--- src/rtl/eu_operand_collector.sv ---
// eu_operand_collector: gathers both source operands for one instruction from the
// register file, the forwarding bus or the immediate, then holds it until the ALU takes it.
module eu_operand_collector #(
    parameter int DATA_W     = 32,
    parameter int REG_ADDR_W = 5,
    parameter int OPC_W      = 6
) (
    input  logic                  clk,
    input  logic                  reset_n,
    input  logic                  instr_valid_i,
    output logic                  instr_ready_o,
    input  logic [OPC_W-1:0]      instr_opcode_i,
    input  logic [REG_ADDR_W-1:0] instr_rd_i,
    input  logic [REG_ADDR_W-1:0] instr_rs1_i,
    input  logic [REG_ADDR_W-1:0] instr_rs2_i,
    input  logic [DATA_W-1:0]     instr_imm_i,
    input  logic                  instr_use_imm_i,
    output logic [REG_ADDR_W-1:0] rf_raddr0_o,
    output logic [REG_ADDR_W-1:0] rf_raddr1_o,
    input  logic [DATA_W-1:0]     rf_rdata0_i,
    input  logic [DATA_W-1:0]     rf_rdata1_i,
    input  logic                  rf_busy0_i,
    input  logic                  rf_busy1_i,
    input  logic                  fwd_valid_i,
    input  logic [REG_ADDR_W-1:0] fwd_addr_i,
    input  logic [DATA_W-1:0]     fwd_data_i,
    output logic                  issue_valid_o,
    input  logic                  issue_ready_i,
    output logic [OPC_W-1:0]      issue_opcode_o,
    output logic [REG_ADDR_W-1:0] issue_rd_o,
    output logic [DATA_W-1:0]     issue_op_a_o,
    output logic [DATA_W-1:0]     issue_op_b_o
);
    typedef enum logic [1:0] {IDLE, COLLECT, ISSUE} state_e;

    state_e                state_q;
    logic [OPC_W-1:0]      opcode_q;
    logic [REG_ADDR_W-1:0] rd_q, rs1_q, rs2_q;
    logic [DATA_W-1:0]     a_q, b_q;
    logic                  a_ok_q, b_ok_q;
    logic                  accept, fwd_a, fwd_b, take_a, take_b;

    assign instr_ready_o  = (state_q == IDLE) || (state_q == ISSUE && issue_ready_i);
    assign accept         = instr_valid_i && instr_ready_o;
    assign fwd_a          = fwd_valid_i && (fwd_addr_i == rs1_q);
    assign fwd_b          = fwd_valid_i && (fwd_addr_i == rs2_q);
    assign take_a         = !a_ok_q && (fwd_a || !rf_busy0_i);
    assign take_b         = !b_ok_q && (fwd_b || !rf_busy1_i);
    assign rf_raddr0_o    = rs1_q;
    assign rf_raddr1_o    = rs2_q;
    assign issue_valid_o  = (state_q == ISSUE);
    assign issue_opcode_o = opcode_q;
    assign issue_rd_o     = rd_q;
    assign issue_op_a_o   = a_q;
    assign issue_op_b_o   = b_q;

    always_ff @(posedge clk or negedge reset_n) begin
        if (!reset_n) begin
            state_q  <= IDLE;
            opcode_q <= '0;
            rd_q     <= '0;
            rs1_q    <= '0;
            rs2_q    <= '0;
            a_q      <= '0;
            b_q      <= '0;
            a_ok_q   <= 1'b0;
            b_ok_q   <= 1'b0;
        end else if (accept) begin
            // r0 and immediates need no collection; bus traffic this cycle is ignored
            state_q  <= COLLECT;
            opcode_q <= instr_opcode_i;
            rd_q     <= instr_rd_i;
            rs1_q    <= instr_rs1_i;
            rs2_q    <= instr_rs2_i;
            a_q      <= '0;
            b_q      <= instr_use_imm_i ? instr_imm_i : '0;
            a_ok_q   <= (instr_rs1_i == '0);
            b_ok_q   <= instr_use_imm_i || (instr_rs2_i == '0);
        end else begin
            case (state_q)
                COLLECT: begin
                    if (take_a) begin
                        a_q    <= fwd_a ? fwd_data_i : rf_rdata0_i;
                        a_ok_q <= 1'b1;
                    end
                    if (take_b) begin
                        b_q    <= fwd_b ? fwd_data_i : rf_rdata1_i;
                        b_ok_q <= 1'b1;
                    end
                    if ((a_ok_q || take_a) && (b_ok_q || take_b))
                        state_q <= ISSUE;
                end
                ISSUE:   if (issue_ready_i) state_q <= IDLE;
                default: ;
            endcase
        end
    end
endmodule
--- config.mk ---
export PLATFORM = sky130hd
export DESIGN_NAME = eu_operand_collector
export DESIGN_NICKNAME = d
export VERILOG_FILES = /design/src/rtl/eu_operand_collector.sv
export SDC_FILE = /design/constraint.sdc
export NUM_CORES = 1
export LEC_CHECK = 0
export CAP_MARGIN = 20
export CORE_ASPECT_RATIO = 0.75
export CORE_UTILIZATION = 42
export DETAILED_ROUTE_END_ITERATION = 10
export GPL_TIMING_DRIVEN = 0
export PLACE_DENSITY = 0.82
export SLEW_MARGIN = 25
export SYNTH_ARGS = -nofsm -noshare
export SYNTH_HDL_FRONTEND = slang
export SYNTH_SLANG_ARGS = --single-unit
--- constraint.sdc ---
create_clock -name clk -period 2 [get_ports clk]
set_input_delay 0.3 -clock clk [delete_from_list [all_inputs] [get_ports clk]]
set_output_delay 0.3 -clock clk [all_outputs]
set_load 0.05 [all_outputs]
==> run metrics <==
Post-synth EDFFs=0; met3 usage=6.69%; Max Clock Skew=0.00749 ns; Critical Path AT=2.17 ns; RSZ-0062 raised after global routing=yes; post-synthesis compound-gate area fraction=a little over a quarter; LEAKAGE=roughly 3.7 nW; initial antenna violation count=0; Internal Power=between 6 and 7 mW; Root Driver=clkbuf_16; Net Sw Frac=48.5%; post-synthesis mux area share=0%; top-area cell type share of the netlist area=approximately 42%; relative slew slack=between 50 and 60%; total CTS buffers=9; CTS Sinks=89; # nets final=1034; Die Width=131 um; met1 Use GR=43.1%; number of cell rows=35; post-synth net total=around 770; Worst path max stage delay=0.43 ns; sequential power share=25.4%; post-synthesis cell count=607; Clk Latency, worst-skew pair=0.35 ns; worst slew pin tran=0.657 ns; CP startpoint kind=register; Avg Cell Area, Syn=8.69 sq um; Final setup viols=0; Via density=5.68; commonest register cell after synthesis=dfrtp_1; initial DRC count=413; GP Congestion=0.948; initial core utilization=43.0%; Cell Count, Final, Fillers Out=1043; Synth Register Bits=between 80 and 90; peak supply drop=0.886 mV; Post-Synth XOR/XNOR Area=under 10%; fmax=0.514 GHz; placed insts=1020; first-pass iteration count of the detailed router=7; drt total wl=20200 um; Max H-tree Level=3; Data required, critical path=2.23 ns; global-route wire length before repair=approximately 31000 um; clock slew at reported path FFs=0.07 ns; layout cells sized above 1=a little over an eighth; Buf/Inv on CP=2; Most Crowded Layer GR=met2; Simple-Gate Fraction of Synth Area=roughly a fifth; clock buffer depth=2; fin crit share=97.2%; # fillers=973; post-layout util=69.2%; drt drc=0; Async SR Flop Fraction=100%; PwrDens=~1500 nW/um^2; routed via count=5923; critical path fanouts, max=10; GRT Total Usage=31.1%; synthesized cell area=5270 sq um; largest net degree at the start of global routing=47; area of the multi-input gates=2640 sq um; crit-path cells=xor2_1 > nor4_2 > and3_4 > buf_12 > buf_8 > nor2_1 > a2111oi_2; Slowest-stage cell, CP=dfrtp_2; Core ar.=12300 sq um; Clk network pwr share=14.9%; Max Cap Viol=0; Port Buffer Count=around 250; P_sw=6.01 mW; status=finished, final reports clean; top post-synthesis cells by area=dfrtp_1, a2111oi_2, nor3_1, nor2_1, nand2_1; grt ovf=0; Final min period=1.94 ns; post-synthesis cell type count=39; Critical Path End Type=register; Post-DRT Antenna Nets=0; pins over their slew limit=0; Worst Hold Class=in2reg; Ports=249; Sequential Area=2230 sq um; Final Hold Fails=0; Logic pwr share=59.7%; Synth area leader=dfrtp_1; CTS tree=done; met2 Use GR=between 40% and 50%; Antenna Cells=0; type of the worst setup path=reg2reg; Die ar.=~13000 sq um; register area share after synthesis=42.2%; CP delay by family, top=simple AND/OR/NAND/NOR gates; Area Overhead vs Synth=60.9%; Die Y=99.0 um; adder-cell share of the synthesized area=0%; vias in the first global route=5856; dpl hpwl=between 15000 and 20000 um; post-DR wirelength/cell=between 15 and 20 um; main combinational cell family by area after synthesis=compound AO/OA/AOI/OAI gates; yosys warns=0
-- logic make-up after synthesis --
logic type | Yosys count
simple gates | 249
xor+xnor | 10
flops | 89
compound gates | 155
buf+inv | 104
-- synthesized netlist by cell type, types with 2 or more instances --
library cell and n:
nor3_2 2, nor3_1 83, clkbuf_1 29, a2111oi_0 9, inv_1 49, a22o_1 17, nor2_1 83, dfrtp_1 89
o21a_1 2, xor2_1 4, a21o_1 17, buf_4 6, buf_1 3, a21oi_1 34, a31oi_1 33, nand2_1 67
a2111oi_2 38, xnor2_1 6, buf_6 6, buf_2 10, or4_1 2
-- flip-flops by register name, indices dropped and copies added (netlist names) --
| name | flops |
|---|---|
| issue_rd_o | 5 |
| issue_opcode_o | 6 |
| rf_raddr1_o | 5 |
| b_ok_q | 1 |
| state_q | 2 |
| issue_op_b_o | 32 |
| issue_op_a_o | 32 |
| rf_raddr0_o | 5 |
| a_ok_q | 1 |
-- routing by layer --
| metal | vias to the layer above | share of wire [%] |
|---|---|---|
| met5 | - | 0 |
| met4 | 0 | 2.1 |
| met3 | 41 | 8.1 |
| met2 | 346 | 45 |
| met1 | 2846 | 44 |
| li1 | 2690 | - |
-- path summary, 6_finish.rpt --
check	start	to	slack [ns]	cells past startpoint
max	rf_raddr1_o[0]$_DFFE_PN0N_	issue_op_b_o[20]$_DFFE_PN0P_	0.06	7
min	instr_use_imm_i	issue_op_b_o[1]$_DFFE_PN0P_	0.39	3
max reg2reg	rf_raddr1_o[0]$_DFFE_PN0N_	issue_op_b_o[20]$_DFFE_PN0P_	0.06	7
min reg2reg	issue_op_a_o[18]$_DFFE_PN0P_	issue_op_a_o[18]$_DFFE_PN0P_	0.48	1
max in group asynchronous	reset_n	issue_op_b_o[15]$_DFFE_PN0P_	0.96	3
min in group asynchronous	reset_n	issue_opcode_o[1]$_DFFE_PN0N_	0.45	2
-- layout make-up --
type / instances / area share [%]
clock inverter: 7 / 1.09
tap: 166 / 2.45
inverter: 50 / 2.21
sequential: 89 / 26.3
buffer: 54 / 4.17
timing repair buffer: 254 / 30.0
clock buffer: 9 / 2.66
multi-input combinational: 414 / 31.1
-- placed cells by master, fill, tap and decap left out, types with 9 or more instances in the layout --
master and count:
clkbuf_2 9, a31oi_1 33, clkbuf_16 9, nand2_1 67, inv_1 48, clkdlybuf4s50_1 240
nor3_1 80, a21oi_1 34, a21o_1 17, a22o_1 17, a2111oi_2 40, buf_4 13
nor2_1 83, dfrtp_1 87, clkbuf_1 17
-- tightest hold or removal path, cell delays in order --
cell and delay (ns):
buf_1 0.17, a21oi_1 0.16, a2111oi_0 0.06
-- power by group through the flow --
stage,registers [mW],clock network (mW),logic [mW]
detailed placement,3.13,0,7.25
global route,3.23,1.93,7.78
finish,3.15,1.84,7.40
floorplan,5.42,0,2.45
global placement,3.09,0,7.09
CTS,3.12,1.86,7.32
-- metrics by stage --
| stage | setup TNS, ns | power (mW) | setup WS, ns | hold slack (ns) | area (sq um) |
|---|---|---|---|---|---|
| after floorplan | 0 | 7.87 | 0.00980 | 0.00441 | 5280 |
| after global placement | -273.02 | 10.2 | -3.06 | 0.460 | 7950 |
| after detailed placement | -34.04 | 10.4 | -0.708 | 0.252 | 7980 |
| after CTS | -0.0108 | 12.3 | -0.0108 | 0.370 | 8370 |
| after global routing | -0.430 | 12.9 | -0.0695 | 0.404 | 8480 |
| final | 0 | 12.4 | 0.0563 | 0.392 | 8480 |
-- what timing repair did --
item / in CTS / in global routing
pin swaps: 2 / 25
setup buffers: 2 / 4
endpoints found under the hold margin: 43 / 0
endpoints found under the setup margin: 74 / 81
hold buffers: 1 / 0
resized for setup: 24 / 38
cloned: 0 / 0
Note: power is estimated with default switching activity, not from simulation.
==> patch 1: new RTL, same settings <==
`DATA_W`: 32 -> 40.
--- a/src/rtl/eu_operand_collector.sv
+++ b/src/rtl/eu_operand_collector.sv
@@ -1,7 +1,7 @@
 // eu_operand_collector: gathers both source operands for one instruction from the
 // register file, the forwarding bus or the immediate, then holds it until the ALU takes it.
 module eu_operand_collector #(
-    parameter int DATA_W     = 32,
+    parameter int DATA_W     = 40,
     parameter int REG_ADDR_W = 5,
     parameter int OPC_W      = 6
 ) (
Interface: changed (6 resized); port bits go from 249 to 297. The function was not compared with the original's and may differ.
==> patch 1 against the unedited design <==
- power grew 35%
- synthesized area increased by 15%
- wire length up 15%
- setup slack lost 0.021 ns
- cell area is 16% higher
- critical path depth shrank 1
- critical endpoint is now issue_op_a_o[32]
- critical path type unchanged
- sequential cell count up 16
- fmax fell by 1.1%
==> patch 1: results (changes against the unedited design) <==
| Metric | Value |
|---|---|
| Outcome | finished clean |
| WL met1 | 9770 um (+9.0%) |
| Seq/Total Area, Yosys | 0.435 (+0.0122) |
| Largest net degree at the start of global routing | 73 (+55%) |
| Gpl congestion | 0.882 (-7.0%) |
| Cell at the slowest stage of the critical path | dfrtp_1 |
| Via count | 6200 (+4.7%) |
| Top sig layer | met4 |
| Post-layout nets | 1056 (+2.1%) |
| CTS Buffer Depth | 2 (unchanged) |
| H-tree depth | 3 (unchanged) |
| Routed wl met2 | 11100 um (+21%) |
| Synth area leaders | dfrtp_1, mux2_2, o221a_1 |
| Rel. slew slack | 0.618 (+0.0564) |
| Post-DP HPWL | 17500 um (+14%) |
| First drt pass iteration count | 5 (-2) |
| DR WL/cell | 22.3 um (+15%) |
| Top cells by instance count after synthesis | dfrtp_1, mux2_2, clkbuf_1 |
| Via density per instance | 5.96 (+4.9%) |
| Dpl ws | -0.761 ns (-0.0527 ns) |
| Layout cells sized above 1 | 0.167 (+0.0317) |
| VDD IR max | 1.45 mV (+64%) |
| Pleak | 0.00373 uW (+1.3%) |
| GRT Resource Usage Total | 0.310 (-0.000474) |
| Filler Cells Inserted | 1015 (+4.3%) |
| Syn Area/Cell | 11.0 um2 (+27%) |
| Synth cell types | 36 (-7.7%) |
| Clock Skew | 0.00922 ns (+0.00174 ns) |
| Met3 Routed Length | 1800 um (+10%) |
| Via count of the first global-routing pass | 6376 (+8.9%) |
| First-pass GRT wire length | 35300 um (+13%) |
| Hold crit path type | in -> async |
| Port bufs | 295 (+20%) |
| Placed Instances | 1019 (-0.098%) |
| Iteration-0 DRC Markers | 395 (-4.4%) |
| Syn_nets | 742 (-3.5%) |
patch 1: cell count changes after synthesis, moves of 42 or more:
| cell | delta |
|---|---|
| inv_1 | -48 |
| nor2_1 | -80 |
| mux2_2 | +61 |
| nor3_1 | -42 |
patch 1: logic make-up (layout without fill, tap and decap cells):
logic type      after synthesis  count (layout)  synth area share
flops                       105             105             0.435
compound gates              130             130             0.194
mux                         101             101             0.180
xor+xnor                     10              10            0.0157
simple gates                142             142             0.127
buf+inv                      60             378            0.0484
patch 1: cell type report:
type / count / area share
inverter: 1 / 0.000382
multi-input combinational: 383 / 0.326
clock inverter: 4 / 0.0101
tap: 175 / 0.0223
timing repair buffer: 305 / 0.313
buffer: 57 / 0.0350
clock buffer: 11 / 0.0257
sequential: 105 / 0.268
patch 1: timing repair:
item,CTS,global route
pin swaps,4,4
endpoints found under the hold margin,33,0
setup endpoints to repair,94,90
setup buffers,2,5
gates resized for setup,37,30
gates cloned,0,1
hold buffers,1,0
patch 1: worst paths after layout:
check | startpoint | endpoint | slack [ns] | cells past startpoint
setup reg to reg | state_q[1] | issue_op_a_o[32] | 0.04 | 6
hold reg to reg | issue_opcode_o[0] | issue_opcode_o[0] | 0.51 | 1
min in group clk | instr_use_imm_i | b_ok_q | 0.50 | 3
max in group asynchronous | reset_n | state_q[0] | 0.89 | 3
hold / removal | reset_n | issue_op_a_o[23] | 0.41 | 2
setup / recovery | state_q[1] | issue_op_a_o[32] | 0.04 | 6
patch 1: stage by stage:
step / utilization / area (um2)
after CTS: 0.698 / 9690
after detailed placement: 0.666 / 9250
after global routing: 0.708 / 9830
after floorplan: - / 6050
final: 0.708 / 9830
after global placement: 0.664 / 9220
patch 1: layer usage:
layer	vias to the layer above	global-route usage
li1	2742	-
met1	3052	0.402
met2	365	0.521
met3	41	0.0676
met4	0	0.0947
met5	-	0
patch 1: report_power, final:
group	total, uW	internal [uW]	switching (uW)
Combinational	10600	4180	6380
Sequential	4020	3200	820
Clock	2110	1290	819
patch 1: worst register-to-register path, stage by stage (launching register included):
cell and delay (ns):
dfrtp_1 0.42, or3b_1 0.39, buf_4 0.19, clkbuf_4 0.23, mux2_2 0.31, nor3_1 0.21
a211oi_2 0.08
==> patch 2: new RTL, same settings <==
Without the edit above. Make the reset (`reset_n`) synchronous in one clocked block.
--- a/src/rtl/eu_operand_collector.sv
+++ b/src/rtl/eu_operand_collector.sv
@@ -54,7 +54,7 @@
     assign issue_op_a_o   = a_q;
     assign issue_op_b_o   = b_q;
 
-    always_ff @(posedge clk or negedge reset_n) begin
+    always_ff @(posedge clk) begin
         if (!reset_n) begin
             state_q  <= IDLE;
             opcode_q <= '0;
Behaviour: differs if reset_n is asserted again (counterexample within 4 cycles, from zero or initial values and one cycle with reset_n low); with reset_n held inactive, the same outputs for 10 cycles.
==> patch 2 against the unedited design <==
- sequential cell count did not move
- utilization rose by 5.0 points
- critical path depth increased by 1
- synthesized area shrank 14%
- wire length fell by 12%
- cell area down 8.9%
- setup slack worse by 0.0083 ns
- fmax down 0.42%
- power down 24%
- critical path type is now in -> reg
==> patch 2: results (changes against the unedited design) <==
| Metric | Value |
|---|---|
| Layout cells sized above 1 | 0.0987 (-0.0370) |
| Mapped Cells | 588 (-3.1%) |
| WL final | 17700 um (-12%) |
| Clk Latency, worst-skew pair | 0.34 ns |
| ANT cells | 0 (unchanged) |
| Pleak | 0.00287 uW (-22%) |
| H-tree depth | 3 (unchanged) |
| Worst EP arrival | ~2.2 ns |
| DP Area | 0.00719 mm2 (-9.8%) |
| DR WL/cell | 17.8 um (-8.3%) |
| Post-DP HPWL | 13400 um (-12%) |
| CTS Hold Bufs | 0 (-1) |
| VDD IR max | 0.810 mV (-8.5%) |
| Via density per instance | 5.62 (-1.1%) |
| First-pass GRT wire length | 26400 um (-16%) |
| GRT Resource Usage Total | 0.304 (-0.00688) |
| Worst slew pin tran | 0.573 ns (-0.0841 ns) |
| Yosys warns | 0 (unchanged) |
| Top cells by instance count after synthesis | nand2_1, dfxtp_1, nand3_1 |
| Post-layout nets | 1021 (-1.3%) |
| Iteration-0 DRC Markers | 310 (-25%) |
| Ys async rst share | 0 (-1.00) |
| Gpl congestion | 0.894 (-5.7%) |
| Outcome | finished clean |
| Clock Skew | 0.00644 ns (-0.00105 ns) |
| Syn_nets | 753 (-2.1%) |
| Antenna violations before repair | 0 (unchanged) |
| XOR/XNOR Fraction of Synth Area | 0.0192 (+0.00261) |
| Via count of the first global-routing pass | 5359 (-8.5%) |
| Port bufs | 246 (unchanged) |
| Synth Flop Type | dfxtp_1 |
| CTS Buffer Depth | 2 (unchanged) |
| Mux share of post-synthesis cell area | 0.00247 (+0.00247) |
| Synth cell types | 38 (-2.6%) |
| Placed Instances | 970 (-4.9%) |
| Largest net degree at the start of global routing | 15 (-68%) |
| Synth Area in Adders | 0.00824 (+0.00824) |
| Clock transition at path regs | approximately 0.060 ns |
| Dpl ws | -0.401 ns (+0.307 ns) |
| CTS buffer count | 9 (unchanged) |
| Crit Path Max Fanout | 10 (unchanged) |
| Hold crit path type | reg -> reg |
| First drt pass iteration count | 5 (-2) |
| Seq/Total Area, Yosys | 0.391 (-0.0314) |
| CTS root buf | clkbuf_16 |
| Compound-gate portion of the synthesized area | 0.273 (+0.0123) |
| Synth area leaders | dfxtp_1, nand2_1, a32o_1 |
-- patch 2: cell types whose count changed after synthesis, sizes merged, moves of 61 or more --
cell,before,now
nand2,67,172
nor3,86,0
nor2,84,6
dfxtp,0,89
dfrtp,89,0
nand3,1,62
-- patch 2: worst paths after layout --
path         slack [ns]  cells past startpoint         startpoint           endpoint
max                0.05                      8      fwd_addr_i[2]   issue_op_b_o[21]
min reg2reg        0.46                      2  issue_opcode_o[0]  issue_opcode_o[0]
max reg2reg        0.07                      8         state_q[0]   issue_op_b_o[29]
min                0.46                      2  issue_opcode_o[0]  issue_opcode_o[0]
-- patch 2: worst max-delay path: stages --
cell             delay, ns
clkdlybuf4s50_1       0.45
xnor2_1               0.23
nand4_1               0.17
buf_4                 0.19
clkbuf_1              0.19
o21ai_0               0.27
nand3_1               0.11
a32o_1                0.26
-- patch 2: repair_timing --
action | in CTS | in global routing
gates resized for setup | 19 | 34
buffers inserted | 5 | 4
endpoints found under the setup margin | 37 | 74
gates cloned | 1 | 2
pin swaps | 4 | 5
-- patch 2: per-layer routing --
layer	global-route usage	wire length [um]
met1	0.379	7490
met2	0.524	8530
met3	0.0697	1540
met4	0.0772	154
met5	0	0
-- patch 2: final cells by class --
class	instances	area, um2
fill	804	2680
timing repair buffer	258	2560
multi-input combinational	436	2510
sequential	89	1780
buffer	57	340
clock buffer	11	243
tap	136	170
clock inverter	5	103
inverter	5	18.8
-- patch 2: report_power, final --
part,internal [uW],switching (uW)
Sequential,2200,276
Clock,1250,702
Combinational,1820,3120
-- patch 2: kinds of logic after synthesis --
family,Yosys count
and+or+nand+nor,252
AOI/OAI and AO/OA,170
DFF,89
buffers and inverters,63
xor gates and xnor gates,10
adders and majority gates,3
muxes,1
